$ cat config.mk
export PLATFORM = sky130hd
export DESIGN_NAME = alu_exec_unit
export DESIGN_NICKNAME = d
export VERILOG_FILES = /design/src/rtl/alu_exec_unit.sv
export SDC_FILE = /design/constraint.sdc
export NUM_CORES = 1
export LEC_CHECK = 0
export CORE_UTILIZATION = 59
export CTS_CLUSTER_SIZE = 8
export DETAILED_ROUTE_END_ITERATION = 10
export PLACE_DENSITY_LB_ADDON = 0.25
export SYNTH_ARGS = -nofsm -noshare
export SYNTH_HDL_FRONTEND = slang
export SYNTH_SLANG_ARGS = --single-unit
$ cat constraint.sdc
create_clock -name clk -period 4.75 [get_ports clk]
set_input_delay 0.95 -clock clk [delete_from_list [all_inputs] [get_ports clk]]
set_output_delay 0.95 -clock clk [all_outputs]
set_load 0.005 [all_outputs]
$ cat src/rtl/alu_exec_unit.sv
// Execute-stage ALU with a valid/ready handshake on both sides.
// Single-cycle ops finish at accept; shifts iterate one bit per cycle.
module alu_exec_unit #(
  parameter int unsigned WIDTH   = 32,
  parameter int unsigned SHAMT_W = 5
) (
  input  logic             clk,
  input  logic             reset,
  input  logic             in_valid,
  output logic             in_ready,
  input  logic [3:0]       alu_control,
  input  logic [WIDTH-1:0] src_a,
  input  logic [WIDTH-1:0] src_b,
  output logic             out_valid,
  input  logic             out_ready,
  output logic [WIDTH-1:0] result,
  output logic             zero,
  output logic             busy
);

  typedef enum logic [1:0] {
    S_IDLE,
    S_SHIFT,
    S_DONE
  } state_t;

  typedef enum logic [3:0] {
    OP_ADD   = 4'b0000,
    OP_SLL   = 4'b0001,
    OP_SLT   = 4'b0010,
    OP_SLTU  = 4'b0011,
    OP_XOR   = 4'b0100,
    OP_SRL   = 4'b0101,
    OP_OR    = 4'b0110,
    OP_AND   = 4'b0111,
    OP_SUB   = 4'b1000,
    OP_SRA   = 4'b1101,
    OP_PASSB = 4'b1111
  } op_t;

  state_t             r_state, w_state_nxt;
  logic [WIDTH-1:0]   r_work, w_work_nxt;
  logic [WIDTH-1:0]   r_result, w_result_nxt;
  logic               r_zero, w_zero_nxt;
  logic [SHAMT_W-1:0] r_cnt, w_cnt_nxt;
  logic [3:0]         r_op, w_op_nxt;

  logic [WIDTH-1:0]   w_alu;
  logic [WIDTH-1:0]   w_step;
  logic [SHAMT_W-1:0] w_shamt;
  logic               w_is_shift;

  assign w_shamt    = src_b[SHAMT_W-1:0];
  assign w_is_shift = (alu_control == OP_SLL) || (alu_control == OP_SRL) ||
                      (alu_control == OP_SRA);

  // Shift codes evaluate to src_a here; that value is only used for a zero shift amount.
  always_comb begin
    w_alu = '0;
    case (alu_control)
      OP_ADD:   w_alu = src_a + src_b;
      OP_SUB:   w_alu = src_a - src_b;
      OP_SLT:   w_alu = {{(WIDTH-1){1'b0}}, ($signed(src_a) < $signed(src_b))};
      OP_SLTU:  w_alu = {{(WIDTH-1){1'b0}}, (src_a < src_b)};
      OP_XOR:   w_alu = src_a ^ src_b;
      OP_OR:    w_alu = src_a | src_b;
      OP_AND:   w_alu = src_a & src_b;
      OP_PASSB: w_alu = src_b;
      OP_SLL,
      OP_SRL,
      OP_SRA:   w_alu = src_a;
      default:  w_alu = '0;
    endcase
  end

  always_comb begin
    w_step = {1'b0, r_work[WIDTH-1:1]};
    case (r_op)
      OP_SLL:  w_step = {r_work[WIDTH-2:0], 1'b0};
      OP_SRA:  w_step = {r_work[WIDTH-1], r_work[WIDTH-1:1]};
      default: w_step = {1'b0, r_work[WIDTH-1:1]};
    endcase
  end

  always_comb begin
    w_state_nxt  = r_state;
    w_work_nxt   = r_work;
    w_result_nxt = r_result;
    w_zero_nxt   = r_zero;
    w_cnt_nxt    = r_cnt;
    w_op_nxt     = r_op;
    case (r_state)
      S_IDLE: begin
        if (in_valid) begin
          if (w_is_shift && (w_shamt != '0)) begin
            w_work_nxt  = src_a;
            w_cnt_nxt   = w_shamt;
            w_op_nxt    = alu_control;
            w_state_nxt = S_SHIFT;
          end else begin
            w_result_nxt = w_alu;
            w_zero_nxt   = (w_alu == '0);
            w_state_nxt  = S_DONE;
          end
        end
      end
      S_SHIFT: begin
        w_work_nxt = w_step;
        w_cnt_nxt  = r_cnt - 1'b1;
        // Last step publishes result/zero; they stay untouched on earlier steps.
        if (r_cnt == SHAMT_W'(1)) begin
          w_result_nxt = w_step;
          w_zero_nxt   = (w_step == '0);
          w_state_nxt  = S_DONE;
        end
      end
      S_DONE: begin
        if (out_ready) w_state_nxt = S_IDLE;
      end
      default: w_state_nxt = S_IDLE;
    endcase
  end

  always_ff @(posedge clk) begin
    if (reset) begin
      r_state  <= S_IDLE;
      r_work   <= '0;
      r_result <= '0;
      r_zero   <= 1'b0;
      r_cnt    <= '0;
      r_op     <= '0;
    end else begin
      r_state  <= w_state_nxt;
      r_work   <= w_work_nxt;
      r_result <= w_result_nxt;
      r_zero   <= w_zero_nxt;
      r_cnt    <= w_cnt_nxt;
      r_op     <= w_op_nxt;
    end
  end

  assign in_ready  = (r_state == S_IDLE);
  assign out_valid = (r_state == S_DONE);
  assign busy      = (r_state != S_IDLE);
  assign result    = r_result;
  assign zero      = r_zero;

endmodule

==> flow_summary.yaml <==
status:
  status: "complete, no violations"
synth:
  yosysTopAreaCellShare_pct: 15.6
  syn_nets: 1609
  ys_types: 85
  synth_flop_cell: "dfxtp_1"
  synthCells: 1437
  avgSynthCellArea_um2: 6.78
  yosysWarnings: 0
  synth_top_area_cell: "dfxtp_1"
  synth_edf_count: 0
  syn_area_mm2: 0.00974
  ys_async_sr_fraction_pct: 0
  yosysMostFrequentCell: "nand2_1"
  synth_area_leaders: "dfxtp_1, ha_1, nand2_1"
  synth_seq_area_share_pct: 15.6
  synth_seq_cells: 76
  synth_common_cells: "nand2_1, a21oi_1, inv_1"
timing:
  setup_viol: 0
  tightest_slew_ns: 1.01
  relSlewSlack_pct: 32.5
  fin_crit_sh_pct: 97.7
  fin_crit_ns: 4.64
  fmax_ghz: 0.216
  setup_ws_ns: 0.110
  report.final.slew_viol_count: 0
  skew_ns: 0.00763
  hold_viol: 0
floorplan:
  start_util_pct: 60.9
  pin_count: 108
  dieArea_mm2: 0.0170
  coreArea_mm2: 0.0160
  row_count: 46
  die_y_um: 131
  die_w_um: 131
clock_tree:
  cts_buffer_depth: 2
  holdBufCountCts: 0
  clk_pin_slew_ns: 0.06
  clock_sinks: 76
  insertion_delay_ns: 0.34
  cts_buffers: 9
  cts_tree: "built"
  htreeDepth: 3
  root_buffer: "clkbuf_16"
finish:
  nets: 1843
  antenna_cells: 0
  fillers: 1160
  area_growth_syn_to_layout_pct: 31.3
  fin_util_pct: 79.9
  finalInstanceArea_mm2: 0.0128
  drive_gt1_share_pct: 17.1
global_route:
  grt_pass1_wl_um: 63400
  grt_max_degree: 91
  antenna_found_initial: 0
  grt_pass1_vias: 12000
  track_usage_pct: 48.6
  grt.overflow.total: 0
place:
  gp_congestion: 1.11
  placement.io_buffers: 107
  hpwl_um: 32500
  dpl_cell_area_mm2: 0.0124
  pre_cts_ws_ns: -0.518
hold_path:
  min_path_type: "flop to flop"
power:
  cellLeakagePower_nw: 5.26
  p_per_area_mw_per_mm2: 213
  ir_drop_uv: 238
  p_total_mw: 2.72
worst_setup_path:
  worstSetupPathType: "input pin to flop"
  end_kind: "flop"
  critPathRequiredTime_ns: 5.00
  crit_fanout: 5
  worstSetupStartpointType: "input pin"
  cp.arrival_ns: 4.89
detailed_routing:
  wl_per_cell_um: 22.2
  detail-route-antenna-nets: 0
  num_vias: 13100
  drt-initial-drc-count: 2257
  wl_um: 41900
  drt_pre_antenna_iters: 7
  drc: 0
  via_per_inst: 6.90
job:
  drv_cap: 0
## worst paths after layout
check | startpoint | endpoint | slack (ns) | cells past startpoint
setup / recovery | src_b[3] | zero | 0.11 | 15
hold / removal | result[4] | result[4] | 0.45 | 2
setup reg to reg | r_state[1] | zero | 1.65 | 11
hold reg to reg | result[4] | result[4] | 0.45 | 2
## registers in the layout, indices dropped and copies added, names as in the netlist
signal,count
result,32
r_state,2
r_work,32
zero,1
r_op,4
r_cnt,5
## metal layers
layer,share of wire (%),GRT usage (%),up-vias
met5,0.084,2.65,-
met1,37,61.0,5950
met2,42,73.7,1067
met3,15,15.2,247
met4,6.2,26.5,2
li1,-,-,5796
## stage by stage
| stage | hold slack, ns | instances | setup TNS [ns] |
|---|---|---|---|
| after floorplan | 0.441 | 1437 | 0 |
| after global placement | 0.438 | 1876 | -0.484 |
| after CTS | 0.453 | 1892 | 0 |
| after global routing | 0.476 | 1892 | -0.0248 |
| final | 0.450 | 1892 | 0 |
| after detailed placement | 0.448 | 1876 | -0.728 |
## placed cells by master, fill, tap and decap left out, types with 12 or more instances in the layout
cell | Yosys | layout
a211oi_1 | 24 | 21
a21o_1 | 12 | 12
a21oi_1 | 158 | 153
a222oi_1 | 14 | 14
a31oi_1 | 14 | 13
buf_4 | 2 | 216
clkdlybuf4s50_1 | 0 | 103
dfxtp_1 | 76 | 76
ha_1 | 98 | 97
inv_1 | 105 | 105
mux2i_1 | 12 | 12
nand2_1 | 214 | 214
nand3_1 | 69 | 69
nand4_1 | 14 | 14
nor2_1 | 94 | 94
nor3_1 | 28 | 27
nor4_1 | 20 | 17
o211ai_1 | 70 | 70
o21ai_0 | 57 | 57
o221ai_1 | 12 | 12
o31ai_1 | 15 | 14
## cell type report
| class | count | area [µm²] | share of cell area, % |
|---|---|---|---|
| Inverter | 107 | 402 | 3.14 |
| Multi-Input combinational cell | 1151 | 7560 | 59.1 |
| Clock inverter | 6 | 46.3 | 0.362 |
| Tap cell | 216 | 270 | 2.11 |
| Clock buffer | 10 | 239 | 1.87 |
| Timing Repair Buffer | 326 | 2750 | 21.5 |
| Sequential cell | 76 | 1520 | 11.9 |
## where the power goes
part	internal [mW]	total [mW]	switching, mW
combinational	0.572	1.35	0.776
sequential	0.679	0.715	0.0360
clock	0.372	0.660	0.289
## cells by family (layout without fill, tap and decap cells)
group	Yosys count	after routing	synth area share, %
muxes	14	14	1.46
DFF	76	76	15.6
buffers and inverters	210	449	8.44
and+or+nand+nor	521	521	25.0
adders and majority gates	100	100	13.0
AOI/OAI and AO/OA	509	509	35.8
xor gates and xnor gates	7	7	0.629
## timing repair
action                                  CTS  global route
pin swaps                                 2             7
buffers inserted                          0             0
endpoints found under the setup margin    1             2
resized for setup                         4            24
hold endpoints to repair                  0             0
## worst max-delay path: stages
cell and delay (ns):
clkdlybuf4s50_1 0.52, inv_1 0.09, ha_1 0.35, nor2_1 0.22
nand3_1 0.20, a21o_1 0.30, o211a_4 0.30, a21o_1 0.19
a221o_1 0.35, a222oi_1 0.46, buf_4 0.22, nand4_1 0.13
nor4_4 0.22, nand4b_1 0.15, o41ai_2 0.22
Power figures use the tool's default switching activity.
